===== src/rtl/dc_fwd_ctrl.sv =====
// Decode-stage hazard controller: tracks in-flight destination tags, drives
// operand forwarding selects, inserts load-use bubbles and branch flushes.
module dc_fwd_ctrl #(
    parameter int AW        = 5,
    parameter int FWD_DEPTH = 3,
    parameter int LD_LAT    = 1,
    parameter int CNTW      = 16
) (
    input  logic            clk,
    input  logic            reset,
    input  logic            id_valid,
    input  logic [AW-1:0]   id_rs,
    input  logic [AW-1:0]   id_rt,
    input  logic [AW-1:0]   id_rd,
    input  logic            id_wen,
    input  logic            id_is_load,
    input  logic            br_taken,
    output logic [1:0]      mux_sel_A,
    output logic [1:0]      mux_sel_B,
    output logic            stall_out,
    output logic            flush_out,
    output logic [AW-1:0]   rw_last,
    output logic            wen_last,
    output logic [CNTW-1:0] stall_cnt
);

    typedef enum logic {RUN, FLUSH} state_t;

    // Index k holds stage k+1 (index 0 = EX).
    state_t                       r_state;
    logic [FWD_DEPTH-1:0]         r_vld;
    logic [FWD_DEPTH-1:0]         r_ld;
    logic [FWD_DEPTH-1:0][AW-1:0] r_dst;
    logic [CNTW-1:0]              r_cnt;

    logic       w_hz;
    logic       w_stall;
    logic       w_issue;
    logic       w_tag_vld;
    logic [1:0] w_sel_a;
    logic [1:0] w_sel_b;

    // Walk oldest to youngest so the youngest qualifying stage overrides.
    always_comb begin
        w_hz    = 1'b0;
        w_sel_a = 2'd0;
        w_sel_b = 2'd0;
        for (int k = FWD_DEPTH - 1; k >= 0; k--) begin
            if (r_vld[k] && !(r_ld[k] && (k < LD_LAT))) begin
                if ((r_dst[k] == id_rs) && (id_rs != '0)) w_sel_a = 2'(k + 1);
                if ((r_dst[k] == id_rt) && (id_rt != '0)) w_sel_b = 2'(k + 1);
            end
            if ((k < LD_LAT) && r_vld[k] && r_ld[k] && (r_dst[k] != '0) &&
                ((r_dst[k] == id_rs) || (r_dst[k] == id_rt)))
                w_hz = 1'b1;
        end
        w_hz = w_hz & id_valid;
    end

    assign w_stall   = (r_state == RUN) && w_hz && !br_taken;
    assign w_issue   = id_valid && !w_stall && (r_state == RUN) && !br_taken;
    assign w_tag_vld = w_issue && id_wen && (id_rd != '0);

    always_ff @(posedge clk or posedge reset) begin
        if (reset) begin
            r_state <= RUN;
            r_vld   <= '0;
            r_ld    <= '0;
            r_dst   <= '0;
            r_cnt   <= '0;
        end else begin
            r_vld[0] <= w_tag_vld;
            r_ld[0]  <= w_tag_vld && id_is_load;
            r_dst[0] <= w_tag_vld ? id_rd : '0;
            for (int k = 1; k < FWD_DEPTH; k++) begin
                r_vld[k] <= r_vld[k-1];
                r_ld[k]  <= r_ld[k-1];
                r_dst[k] <= r_dst[k-1];
            end
            r_state <= br_taken ? FLUSH : RUN;
            if (w_stall && (r_cnt != '1))
                r_cnt <= r_cnt + CNTW'(1);
        end
    end

    assign mux_sel_A = w_sel_a;
    assign mux_sel_B = w_sel_b;
    assign stall_out = w_stall;
    assign flush_out = (r_state == FLUSH);
    assign rw_last   = r_dst[FWD_DEPTH-1];
    assign wen_last  = r_vld[FWD_DEPTH-1];
    assign stall_cnt = r_cnt;

endmodule


===== config.mk =====
export PLATFORM = sky130hd
export DESIGN_NAME = dc_fwd_ctrl
export DESIGN_NICKNAME = d
export VERILOG_FILES = /design/src/rtl/dc_fwd_ctrl.sv
export SDC_FILE = /design/constraint.sdc
export NUM_CORES = 1
export LEC_CHECK = 0
export CORE_AREA = 2 2 62 64
export CTS_BUF_LIST = sky130_fd_sc_hd__clkbuf_4 sky130_fd_sc_hd__clkbuf_8
export DETAILED_ROUTE_END_ITERATION = 7
export DIE_AREA = 0 0 64 66
export PLACE_DENSITY = 0.87
export SLEW_MARGIN = 20
export SYNTH_ARGS = -nofsm -noshare
export SYNTH_HDL_FRONTEND = slang
export SYNTH_SLANG_ARGS = --single-unit

===== constraint.sdc =====
create_clock -name clk -period 2.9 [get_ports clk]
set_input_delay 0.435 -clock clk [delete_from_list [all_inputs] [get_ports clk]]
set_output_delay 0.435 -clock clk [all_outputs]
set_load 0.01 [all_outputs]

-- After elaboration in Yosys (flattened, before gate mapping)
Cells that the tools add are included.
- memory bits (writable): 0
- input bits: 21
- register bits after elaboration: 36
- memories: 0
- word-level logic and storage cells: 59
- bits in latches: 0
- bits in read-only memories: 0
- output and inout bits: 28
- magnitude comparators: 0
- equality and inequality tests: 7
- multiply operators: 0
- divide/modulo/power cells: 0
- bitwise operators: 2
- shift operators: 0
- add/subtract/negate cells: 1
- multiplexer cells: 15
- reductions and logical operators: 27
- operators with widths (operator ; number):
    equality test 5 bit ; 6
    2-to-1 mux 2 bit ; 12
    nonzero test 5 bit ; 4
    logical AND 1 bit ; 19
    adder 16 x 1 -> 16 bit (second input constant) ; 1
    != test 16 bit (second input constant) ; 1
    2-to-1 mux 5 bit ; 1
    zero test 1 bit ; 3
    2-to-1 mux 1 bit ; 2
    AND 1 bit ; 1
    logical OR 1 bit ; 1
    NOT 1 bit ; 1

-- Depth between registers and ports, before layout
Gate-level depths: netlist (run 1).
- depth in word-level cells: 14
- depth in mapped cells: 8
- gate-level depth less buffers: 7

-- Worst setup path after synthesis (run 1)
OpenSTA, ideal clock, no wires.
- path type: input to output
- start point: input port id_rt[1]
- end point: output port mux_sel_B[0]
- stages: 4
- required time: 2.465 ns
- buffers on the path: 0
- setup slack: 1.010 ns
- data arrival time: 1.455 ns
- cell sequence: or4_1 nor2_1 nor4_1 o32ai_1
- word-level cells in the longest chain between the ends: 8
- elaborated cells on any way between the ends: 13
- those cells by class: eq/ne: 3; mux: 6; reduce/logical: 4
- ends and longest elaborated chain (what ; line ; text):
    start, declared ; 13 ; input logic [AW-1:0] id_rt,
    equality test 5 bit / nonzero test 5 bit (equally long branches) ; - ;
    logical AND 1 bit ; 51 ; if ((r_dst[k] == id_rt) && (id_rt != '0)) w_sel_b = 2'(k + 1);
    2-to-1 mux 2 bit ; 51 ;
    2-to-1 mux 2 bit ; 49 ; if (r_vld[k] && !(r_ld[k] && (k < LD_LAT))) begin
    2-to-1 mux 2 bit ; 51 ;
    2-to-1 mux 2 bit ; 49 ;
    2-to-1 mux 2 bit ; 51 ;
    2-to-1 mux 2 bit * ; 49 ;
    end, declared ; 19 ; output logic [1:0] mux_sel_B,
Mark *: on every way between the ends. The rest lies on a longest branch, timed or not.

-- Final worst setup path (run 1)
- start point: input port id_rs[3]
- end point: output port mux_sel_A[1]
- word-level cells in the longest chain between the ends: 8
- elaborated cells on any way between the ends: 13
- those cells by class: eq/ne: 3; mux: 6; reduce/logical: 4
- ends and longest elaborated chain (what ; line ; text):
    start, declared ; 12 ; input logic [AW-1:0] id_rs,
    equality test 5 bit / nonzero test 5 bit (equally long branches) ; - ;
    logical AND 1 bit ; 50 ; if ((r_dst[k] == id_rs) && (id_rs != '0)) w_sel_a = 2'(k + 1);
    2-to-1 mux 2 bit ; 50 ;
    2-to-1 mux 2 bit ; 49 ;
    2-to-1 mux 2 bit ; 50 ;
    2-to-1 mux 2 bit ; 49 ;
    2-to-1 mux 2 bit ; 50 ;
    2-to-1 mux 2 bit * ; 49 ;
    end, declared ; 18 ; output logic [1:0] mux_sel_A,
Marks and branches as above.

==> results of run 1 <==
-- cells in the mapped netlist (4+ instances only) --
cell type and instances:
sky130_fd_sc_hd__or4_1 4, sky130_fd_sc_hd__and2_1 6, sky130_fd_sc_hd__dfrtp_1 36, sky130_fd_sc_hd__nand2_1 7, sky130_fd_sc_hd__nand4_1 13, sky130_fd_sc_hd__nor2_1 5, sky130_fd_sc_hd__nand3_2 4, sky130_fd_sc_hd__xor2_1 11
sky130_fd_sc_hd__xnor2_1 33, sky130_fd_sc_hd__buf_4 5
-- per-stage QoR --
stage / utilization (%) / hold WS, ns
3_5_place_dp: 69.0 / 0.385
4_1_cts: 70.8 / 0.408
2_1_floorplan: - / 0.373
3_3_place_gp: 69.0 / 0.387
5_1_grt: 71.2 / 0.427
6_report: 71.2 / 0.406
-- what timing repair did --
action                     4_1_cts  5_1_grt
setup endpoints to repair        2        3
pin swaps                        0        1
resized for setup                3        5
-- sequential cells by signal, summed over array words and instances (netlist names) --
| signal | count |
|---|---|
| r_vld | 3 |
| r_ld | 1 |
| rw_last | 5 |
| flush_out | 1 |
| r_dst | 10 |
| stall_cnt | 16 |
-- logic make-up after synthesis --
kind of cell,count (synthesis),share of synthesized area [%]
compound gates,8,4.60
xor+xnor,44,20.8
fa+ha+maj,1,0.676
buf+inv,9,3.24
flops,36,48.6
mux,2,1.15
simple gates,59,20.9
-- routing by layer --
metal,track usage (%),vias to the layer above,part of all wire [%]
li1,-,685,-
met1,25.4,688,43
met2,36.8,43,50
met3,4.94,10,5.0
met4,9.24,0,1.9
met5,0,-,0
-- where the power goes --
group          internal [W]  switching (W)  leakage [nW]  total, W
logic             0.0000551      0.0000462         0.596  0.000101
clock network      0.000138       0.000164        0.0394  0.000302
registers          0.000507     0.00000549         0.493  0.000512
-- path summary, 6_finish.rpt --
kind	startpoint	endpoint	slack, ns	depth (start not counted)
max reg2reg	stall_cnt[0]	stall_cnt[7]	0.79	8
max in group asynchronous	reset	stall_cnt[15]	1.70	3
min in group asynchronous	reset	r_dst[1]	0.56	2
min reg2reg	r_vld[0]	r_vld[1]	0.41	0
min	r_vld[0]	r_vld[1]	0.41	0
max	id_rs[3]	mux_sel_A[1]	0.05	7
-- layout make-up --
type / instances / area share, %
Tap cell: 48 / 2.38
Sequential cell: 36 / 35.6
Inverter: 3 / 0.446
Multi-Input combinational cell: 114 / 35.4
Timing Repair Buffer: 62 / 23.5
Clock buffer: 8 / 2.62
-- placed cells by master (no fill, tap or decap), drive strengths merged, types with 5 or more instances in the layout --
cell,synthesis,routed
xor2,11,11
clkdlybuf4s50,0,42
buf,6,14
clkbuf,0,8
nor3,5,5
dfrtp,36,36
and2,6,6
nand4,13,13
nor2,6,6
nand2,7,7
xnor2,33,33
nand3,7,7
-- worst max-delay path: stages --
cell                              delay [ns]
sky130_fd_sc_hd__clkdlybuf4s50_1        0.46
sky130_fd_sc_hd__buf_4                  0.17
sky130_fd_sc_hd__xnor2_1                0.21
sky130_fd_sc_hd__nand4_1                0.12
sky130_fd_sc_hd__nor4_1                 0.29
sky130_fd_sc_hd__o32a_1                 0.20
sky130_fd_sc_hd__clkdlybuf4s50_1        0.53
==> reports/summary.md, run 1 <==
• run status: complete, no violations
• Post-DP Area: 2450 um^2
• Req. time, crit path: 2.47 ns
• total power of the final layout: 0.000916 W
• hold crit path type: flop to flop
• DIE HEIGHT: 66 um
• slew at the pin closest to its max-slew limit: 0.852 ns
• CTS tree: built
• storage element area: 901 um^2
• CTS H-tree depth: 2
• category of the critical setup timing path: input port to output port
• GR Util All Layers: 21.3%
• First-pass DRT Iterations: 4
• overall via count from detail_route: 1426
• detailed-route vias per instance: 5.26
• Port Buffer Count: 48
• number of nets with antenna violations after routing: 0
• number of cells in the design after placement: 263
• cell taking the most area after synthesis: sky130_fd_sc_hd__dfrtp_1
• initial drt markers: 36
• Area growth, synth to finish: 36.5%
• number of diodes added for antenna fixing: 0
• Final HPWL DP: 3190 um
• Layout Cell Area excl Fill: 2530 um^2
• clock skew: 0.00601 ns
• Remaining DRCs: 0
• post-CTS setup buffers: 0
• post-synthesis register bit count: 36
• total of endpoints with negative setup slack in the final report: 0
• Syn Area/Cell: 11.6 um^2
• cell count after synthesis: 159
• leading cell types by total area after synthesis: sky130_fd_sc_hd__dfrtp_1 49%, sky130_fd_sc_hd__xnor2_1 16%, sky130_fd_sc_hd__xor2_1 5.2%
• static power due to leakage: 1.13 nW
• RSZ-0062 raised after global routing: false
• average routed wire per standard cell: 15.1 um
• net count after synthesis: 181
• Yosys warning count: 0
• final setup TNS: 0 ns
• Max rail drop VDD: 283 uV
• number of buffers on the longest clock path: 2
• proportion of synthesized flip-flops having asynchronous set or reset: 100%
• predominant post-synthesis flop cell: sky130_fd_sc_hd__dfrtp_1
• fill cell total of the finished layout: 251
• Post-Syn Area: 1850 um^2
• largest net degree at the start of global routing: 23
• detailed-route wire length: 4080 um
• dpl ws: -0.00227 ns
• final global-route overflow total: 0
• floorplan row count: 22
• area share of the leading cell type in the synthesized netlist: 48.6%
• number of synthesized flops with an enable pin: 0
• CTS clock-pin slew for the worst setup and hold paths: 0.10 ns
• ratio of total power to cell area: 362 nW/um^2
• number of antenna violations at the first check in global routing: 0
• final RePlAce weighted congestion: 0.886
• fraction of layout instances using a drive strength above 1: 15.7%
• net total in the final layout: 244
• number of distinct library cells after synthesis: 33
• sinks on the clock net: 36
• Max Transition Viols Final: 0
• Slew HR: 43.1%
• vias in the first global route: 1473
• Core Footprint: 3550 um^2
• clock period minus worst slack: 2.85 ns
• initial cell density of the core: 52.1%
• num ports: 49
• critical path endpoint category: output port
• CTS root buffer: sky130_fd_sc_hd__clkbuf_4
• clock network latency to the later pin of the worst-skew pair: 0.34 ns
• largest fanout on the critical path: 3
• total area of multi-input combinational cells: 896 um^2
• Worst Setup Start Kind: input port
• final number of hold-violating endpoints: 0
• number of max-cap violations: 0
• cts-stage hold buffer count: 0
• non-filler instance count after layout: 271
• TritonCTS buffer count: 5
• sequential share of the synthesized area: 48.6%
• Die ar.: 4220 um^2
• worst setup slack after layout: 0.0453 ns
• post-route clock period utilization: 98.4%
• Die Wd: 64 um
• global-route wire length before repair: 6710 um
• highest clock rate: 350 MHz
• arrival time of the worst setup path: 2.42 ns
No activity file was read; power rests on OpenSTA's default activity.
==> inputs of run 2 (changes only) <==
Clock period 2.9 ns to 3.5 ns, I/O delays scaled along.
==> reports/summary.md, run 2 (synthesized netlist as in run 1, its figures left out) <==
• final number of hold-violating endpoints: 0, unchanged
• net total in the final layout: 232, was 244
• average routed wire per standard cell: 14.9 um, was 15.1 um
• Max rail drop VDD: 283 uV, about the same
• final setup TNS: 0 ns, unchanged
• worst setup slack after layout: 0.301 ns, was 0.0453 ns
• final global-route overflow total: 0, unchanged
• GR Util All Layers: 20.5%, was 21.3%
• floorplan row count: 22, unchanged
• Critical Path End: mux_sel_A[0], was mux_sel_A[1]
• number of flip-flops under the largest register name: 16, unchanged
• R2R Path End: stall_cnt[1], was stall_cnt[7]
• vias in the first global route: 1430, was 1473
• number of nets with antenna violations after routing: 0, unchanged
• total of endpoints with negative setup slack in the final report: 0, unchanged
• launching instance or port of the critical path: id_rs[1], was id_rs[3]
• detailed-route wire length: 3870 um, was 4080 um
• post-layout util: 68.7%, was 71.2%
• ratio of total power to cell area: 323 nW/um^2, was 362 nW/um^2
• TritonCTS buffer count: 5, unchanged
• final RePlAce weighted congestion: 0.863, was 0.886
• commonest non-fill, non-tap cell in the layout: sky130_fd_sc_hd__clkdlybuf4s50_1, unchanged
• arrival time of the worst setup path: 2.67 ns, was 2.42 ns
• category of the critical setup timing path: input port to output port, unchanged
• Die Wd: 64 um, unchanged
• Final HPWL DP: 3020 um, was 3190 um
• CTS tree: built, unchanged
• number of max-cap violations: 0, unchanged
• commonest cells after routing, fill and taps aside: 48 x sky130_fd_sc_hd__clkdlybuf4s50_1, 36 x sky130_fd_sc_hd__dfrtp_1, 33 x sky130_fd_sc_hd__xnor2_1, 13 x sky130_fd_sc_hd__nand4_1, 11 x sky130_fd_sc_hd__xor2_1, was 42 x sky130_fd_sc_hd__clkdlybuf4s50_1, 36 x sky130_fd_sc_hd__dfrtp_1, 33 x sky130_fd_sc_hd__xnor2_1, 14 x sky130_fd_sc_hd__buf_4, 13 x sky130_fd_sc_hd__nand4_1
• Port Buffer Count: 48, unchanged
• Worst Setup Start Kind: input port, unchanged
• hold crit path type: flop to flop, unchanged
• post-CTS setup buffers: 0, unchanged
• DIE HEIGHT: 66 um, unchanged
• number of diodes added for antenna fixing: 0, unchanged
• Slew HR: 55.4%, was 43.1%
• fraction of layout instances using a drive strength above 1: 9.95%, was 15.7%
• slew at the pin closest to its max-slew limit: 0.669 ns, was 0.852 ns
• Post-DP Area: 2360 um^2, was 2450 um^2
• initial drt markers: 24, was 36
• RSZ-0062 raised after global routing: false, unchanged
• number of buffers on the longest clock path: 2, unchanged
• fill cell total of the finished layout: 264, was 251
• number of antenna violations at the first check in global routing: 0, unchanged
• critical path endpoint category: output port, unchanged
• largest net degree at the start of global routing: 37, was 23
• num ports: 49, unchanged
• number of cells in the design after placement: 251, was 263
• Reg-to-Reg Start: stall_cnt[0], unchanged
• post-route clock period utilization: 91.4%
• CTS clock-pin slew for the worst setup and hold paths: 0.10 ns, about the same
• Core Footprint: 3550 um^2, unchanged
• slack of the worst reg-to-reg path: 1.30 ns, was 0.79 ns
• clock network latency to the later pin of the worst-skew pair: 0.34 ns, about the same
• worst hold stages: 0, unchanged
• Area growth, synth to finish: 31.7%, was 36.5%
• run status: complete, no violations, unchanged
• clock skew: 0.00939 ns, was 0.00601 ns
• highest clock rate: 313 MHz
• CTS H-tree depth: 2, unchanged
• cts-stage hold buffer count: 0, unchanged
• Layout Cell Area excl Fill: 2440 um^2, was 2530 um^2
• Req. time, crit path: 2.97 ns, was 2.47 ns
• First-pass DRT Iterations: 4, unchanged
• detailed-route vias per instance: 5.37, was 5.26
• initial cell density of the core: 52.1%, unchanged
• non-filler instance count after layout: 259, was 271
• global-route wire length before repair: 6620 um, was 6710 um
• sinks on the clock net: 36, unchanged
• cell count of the worst reg-to-reg path: 6, was 8
• overall via count from detail_route: 1391, was 1426
• static power due to leakage: 1.00 nW, was 1.13 nW
• clock period minus worst slack: 3.20 ns
• Die ar.: 4220 um^2, unchanged
• number of instances resized during post-cts repair: 0, was 3
• largest fanout on the critical path: 5, was 3
• Max Transition Viols Final: 0, unchanged
• CTS root buffer: sky130_fd_sc_hd__clkbuf_4, unchanged
• Remaining DRCs: 0, unchanged
• dpl ws: 0.315 ns, was -0.00227 ns
run 2: worst min path at each step:
stage          slack (ns)     start       end
2_1_floorplan        0.37  r_vld[1]  r_vld[2]
3_3_place_gp         0.39  r_vld[0]  r_vld[1]
3_5_place_dp         0.39  r_vld[0]  r_vld[1]
4_1_cts              0.41  r_vld[0]  r_vld[1]
5_1_grt              0.42  r_vld[0]  r_vld[1]
6_report             0.41  r_vld[0]  r_vld[1]
run 2: metrics by stage:
stage          total power, W  hold slack, ns
2_1_floorplan        0.000467           0.373
3_3_place_gp         0.000507           0.388
5_1_grt              0.000825           0.415
4_1_cts              0.000799           0.409
6_report             0.000787           0.409
3_5_place_dp         0.000508           0.394
run 2: final cells by class:
type / instances / area (um^2) / area share, %
Clock inverter: 2 / 35.0 / 1.44
Inverter: 3 / 11.3 / 0.462
Clock buffer: 6 / 45.0 / 1.85
Sequential cell: 36 / 901 / 36.9
Multi-Input combinational cell: 114 / 891 / 36.5
Timing Repair Buffer: 50 / 495 / 20.3
Tap cell: 48 / 60.1 / 2.46
run 2: worst max-delay path, stage by stage:
cell	delay [ns]
sky130_fd_sc_hd__clkdlybuf4s50_1	0.51
sky130_fd_sc_hd__or4_1	0.55
sky130_fd_sc_hd__nor2_1	0.24
sky130_fd_sc_hd__nor4_1	0.13
sky130_fd_sc_hd__o32ai_1	0.14
sky130_fd_sc_hd__clkdlybuf4s50_1	0.59
run 2: where the power goes:
group / internal (W) / switching (W) / total (W)
clock: 0.000157 / 0.000130 / 0.000287
sequential: 0.000420 / 0.00000476 / 0.000425
combinational: 0.0000401 / 0.0000345 / 0.0000746
run 2: metal layers:
metal / vias to the layer above / GRT usage [%] / wire [um]
li1: 661 / - / -
met1: 681 / 24.2 / 1620
met2: 40 / 36.5 / 1990
met3: 9 / 4.77 / 192
met4: 0 / 7.34 / 70
met5: - / 0 / 0
==> inputs of run 3 (changes only) <==
Settings changed: CORE_AREA 2 2 62 64 to 4 4 64 66, DIE_AREA 0 0 64 66 to 0 0 68 70, SETUP_SLACK_MARGIN set to 0.4.
==> reports/summary.md, run 3 (synthesized netlist as in run 1, its figures left out) <==
• number of antenna violations at the first check in global routing: 0, unchanged
• commonest non-fill, non-tap cell in the layout: sky130_fd_sc_hd__clkdlybuf4s50_1, unchanged
• total of endpoints with negative setup slack in the final report: 0, unchanged
• initial drt markers: 45, was 24
• TritonCTS buffer count: 5, unchanged
• buffers plus inverters on the worst setup path: 3, was 2
• number of diodes added for antenna fixing: 0, unchanged
• largest net degree at the start of global routing: 37, unchanged
• sum of met3 wire segment lengths after detailed routing: 305 um, was 192 um
• DIE HEIGHT: 70 um, was 66 um
• overall via count from detail_route: 1445, was 1391
• hold crit path type: flop to flop, unchanged
• R2R Path End: stall_cnt[1], unchanged
• detailed-route vias per instance: 5.52, was 5.37
• arrival time of the worst setup path: 2.51 ns, was 2.67 ns
• Remaining DRCs: 0, unchanged
• clock skew: 0.00980 ns, was 0.00939 ns
• average routed wire per standard cell: 15.5 um, was 14.9 um
• floorplan row count: 22, unchanged
• post-route clock period utilization: 86.6%, was 91.4%
• post-layout util: 69.8%, was 68.7%
• sinks on the clock net: 36, unchanged
• slack of the worst reg-to-reg path: 1.26 ns, was 1.30 ns
• GR Util All Layers: 17.9%, was 20.5%
• highest clock rate: 330 MHz, was 313 MHz
• net total in the final layout: 235, was 232
• clock network latency to the later pin of the worst-skew pair: 0.34 ns, about the same
• Area growth, synth to finish: 34.9%, was 31.7%
• Core Footprint: 3580 um^2, was 3550 um^2
• Top cell by count, worst path: sky130_fd_sc_hd__clkdlybuf4s50_1, unchanged
• dpl ws: 0.327 ns, was 0.315 ns
• Reg-to-Reg Start: stall_cnt[0], unchanged
• Req. time, crit path: 2.97 ns, about the same
• met1 wire length: 1730 um, was 1620 um
• number of buffers on the longest clock path: 2, unchanged
• worst-path cell with the longest stage delay: sky130_fd_sc_hd__clkdlybuf4s50_1, unchanged
• number of flip-flops under the largest register name: 16, unchanged
• source of the worst hold timing path: r_vld[0], unchanged
• clock period minus worst slack: 3.03 ns, was 3.20 ns
• cell family contributing the most delay on the critical path: buffers and inverters, unchanged
• Max Transition Viols Final: 0, unchanged
• hold-critical path endpoint: r_vld[1], unchanged
• Worst Setup Start Kind: input port, unchanged
• largest fanout on the critical path: 4, was 5
• RSZ-0062 raised after global routing: false, unchanged
• detailed-route wire length: 4060 um, was 3870 um
• num ports: 49, unchanged
• final number of hold-violating endpoints: 0, unchanged
• initial cell density of the core: 51.7%, was 52.1%
• worst setup slack after layout: 0.470 ns, was 0.301 ns
• top sig layer: met4, unchanged
• CTS root buffer: sky130_fd_sc_hd__clkbuf_4, unchanged
• vias in the first global route: 1377, was 1430
• fraction of layout instances using a drive strength above 1: 14.0%, was 9.95%
• cell count of the worst reg-to-reg path: 6, unchanged
• CTS H-tree depth: 2, unchanged
• worst hold stages: 0, unchanged
• length of routed met2 wiring: 1970 um, was 1990 um
• number of max-cap violations: 0, unchanged
• cts-stage hold buffer count: 0, unchanged
• ratio of total power to cell area: 299 nW/um^2, was 323 nW/um^2
• Max stage delay on crit path: 0.55 ns, was 0.59 ns
• CTS tree: built, unchanged
• Die ar.: 4760 um^2, was 4220 um^2
• global-route wire length before repair: 6470 um, was 6620 um
• static power due to leakage: 1.08 nW, was 1.00 nW
• final global-route overflow total: 0, unchanged
• slew at the pin closest to its max-slew limit: 0.691 ns, was 0.669 ns
• ordered cell list for the critical path: clkdlybuf4s50_1 > xor2_1 > nor3_2 > nand3_2 > buf_4 > a21boi_4 > clkdlybuf4s50_1, was clkdlybuf4s50_1 > or4_1 > nor2_1 > nor4_1 > o32ai_1 > clkdlybuf4s50_1
• commonest cells after routing, fill and taps aside: 43 x sky130_fd_sc_hd__clkdlybuf4s50_1, 36 x sky130_fd_sc_hd__dfrtp_1, 33 x sky130_fd_sc_hd__xnor2_1, 13 x sky130_fd_sc_hd__nand4_1, 11 x sky130_fd_sc_hd__xor2_1, was 48 x sky130_fd_sc_hd__clkdlybuf4s50_1, 36 x sky130_fd_sc_hd__dfrtp_1, 33 x sky130_fd_sc_hd__xnor2_1, 13 x sky130_fd_sc_hd__nand4_1, 11 x sky130_fd_sc_hd__xor2_1
• Die Wd: 68 um, was 64 um
• final RePlAce weighted congestion: 0.833, was 0.863
• category of the critical setup timing path: input port to output port, unchanged
• Final HPWL DP: 2980 um, was 3020 um
• First-pass DRT Iterations: 4, unchanged
• CTS clock-pin slew for the worst setup and hold paths: 0.10 ns, about the same
• run status: complete, no violations, unchanged
• Port Buffer Count: 48, unchanged
• Max rail drop VDD: 204 uV, was 283 uV
• final setup TNS: 0 ns, unchanged
• number of nets with antenna violations after routing: 0, unchanged
• Slew HR: 53.9%, was 55.4%
• critical path endpoint category: output port, unchanged
## run 3: cell types whose count changed in the layout (fill, tap and decap cells not counted), moves of 2 or more
cell,delta
sky130_fd_sc_hd__buf_4,+3
sky130_fd_sc_hd__dlymetal6s2s_1,+5
sky130_fd_sc_hd__nor2_1,-2
sky130_fd_sc_hd__nor2_4,+2
sky130_fd_sc_hd__clkdlybuf4s50_1,-5
## run 3: area by class of cell
cell class / instances / area, um^2
Fill cell: 280 / 1080
Timing Repair Buffer: 53 / 531
Sequential cell: 36 / 901
Tap cell: 48 / 60.1
Clock buffer: 8 / 66.3
Inverter: 3 / 11.3
Multi-Input combinational cell: 114 / 928
## run 3: through the flow
stage / hold slack [ns] / power [W] / cells / area [um^2]
after floorplan: 0.373 / 0.000467 / 159 / 1850
after global placement: 0.389 / 0.000507 / 251 / 2360
after detailed placement: 0.394 / 0.000509 / 251 / 2360
after CTS: 0.418 / 0.000755 / 259 / 2430
after global routing: 0.435 / 0.000783 / 262 / 2500
final: 0.416 / 0.000748 / 262 / 2500
## run 3: worst max-delay path by stage
stage / slack, ns / start / depth (start not counted) / end
floorplan: 1.43 / id_rt[1] / 4 / mux_sel_B[0]
global placement: 0.35 / id_rs[2] / 6 / mux_sel_A[0]
detailed placement: 0.33 / id_rt[2] / 6 / mux_sel_B[0]
CTS: 0.39 / id_rt[2] / 6 / mux_sel_B[0]
global route: 0.38 / id_rs[3] / 7 / stall_out
finish: 0.47 / id_rs[3] / 7 / stall_out
## run 3: what timing repair did
item,CTS,global route
resized for setup,3,10
pin swaps,0,1
setup endpoints to repair,4,4
cloned,0,0
buffers inserted,0,3
## run 3: power breakdown
| part | switching, W | total (W) | internal (W) |
|---|---|---|---|
| registers | 0.00000472 | 0.000425 | 0.000420 |
| logic | 0.0000380 | 0.0000792 | 0.0000412 |
| clock network | 0.000129 | 0.000244 | 0.000115 |
## run 3: layer usage
layer	GRT usage (%)	up-vias
met1	23.2	709
met2	28.1	63
met4	5.96	0
met5	0	-
li1	-	667
met3	5.79	6
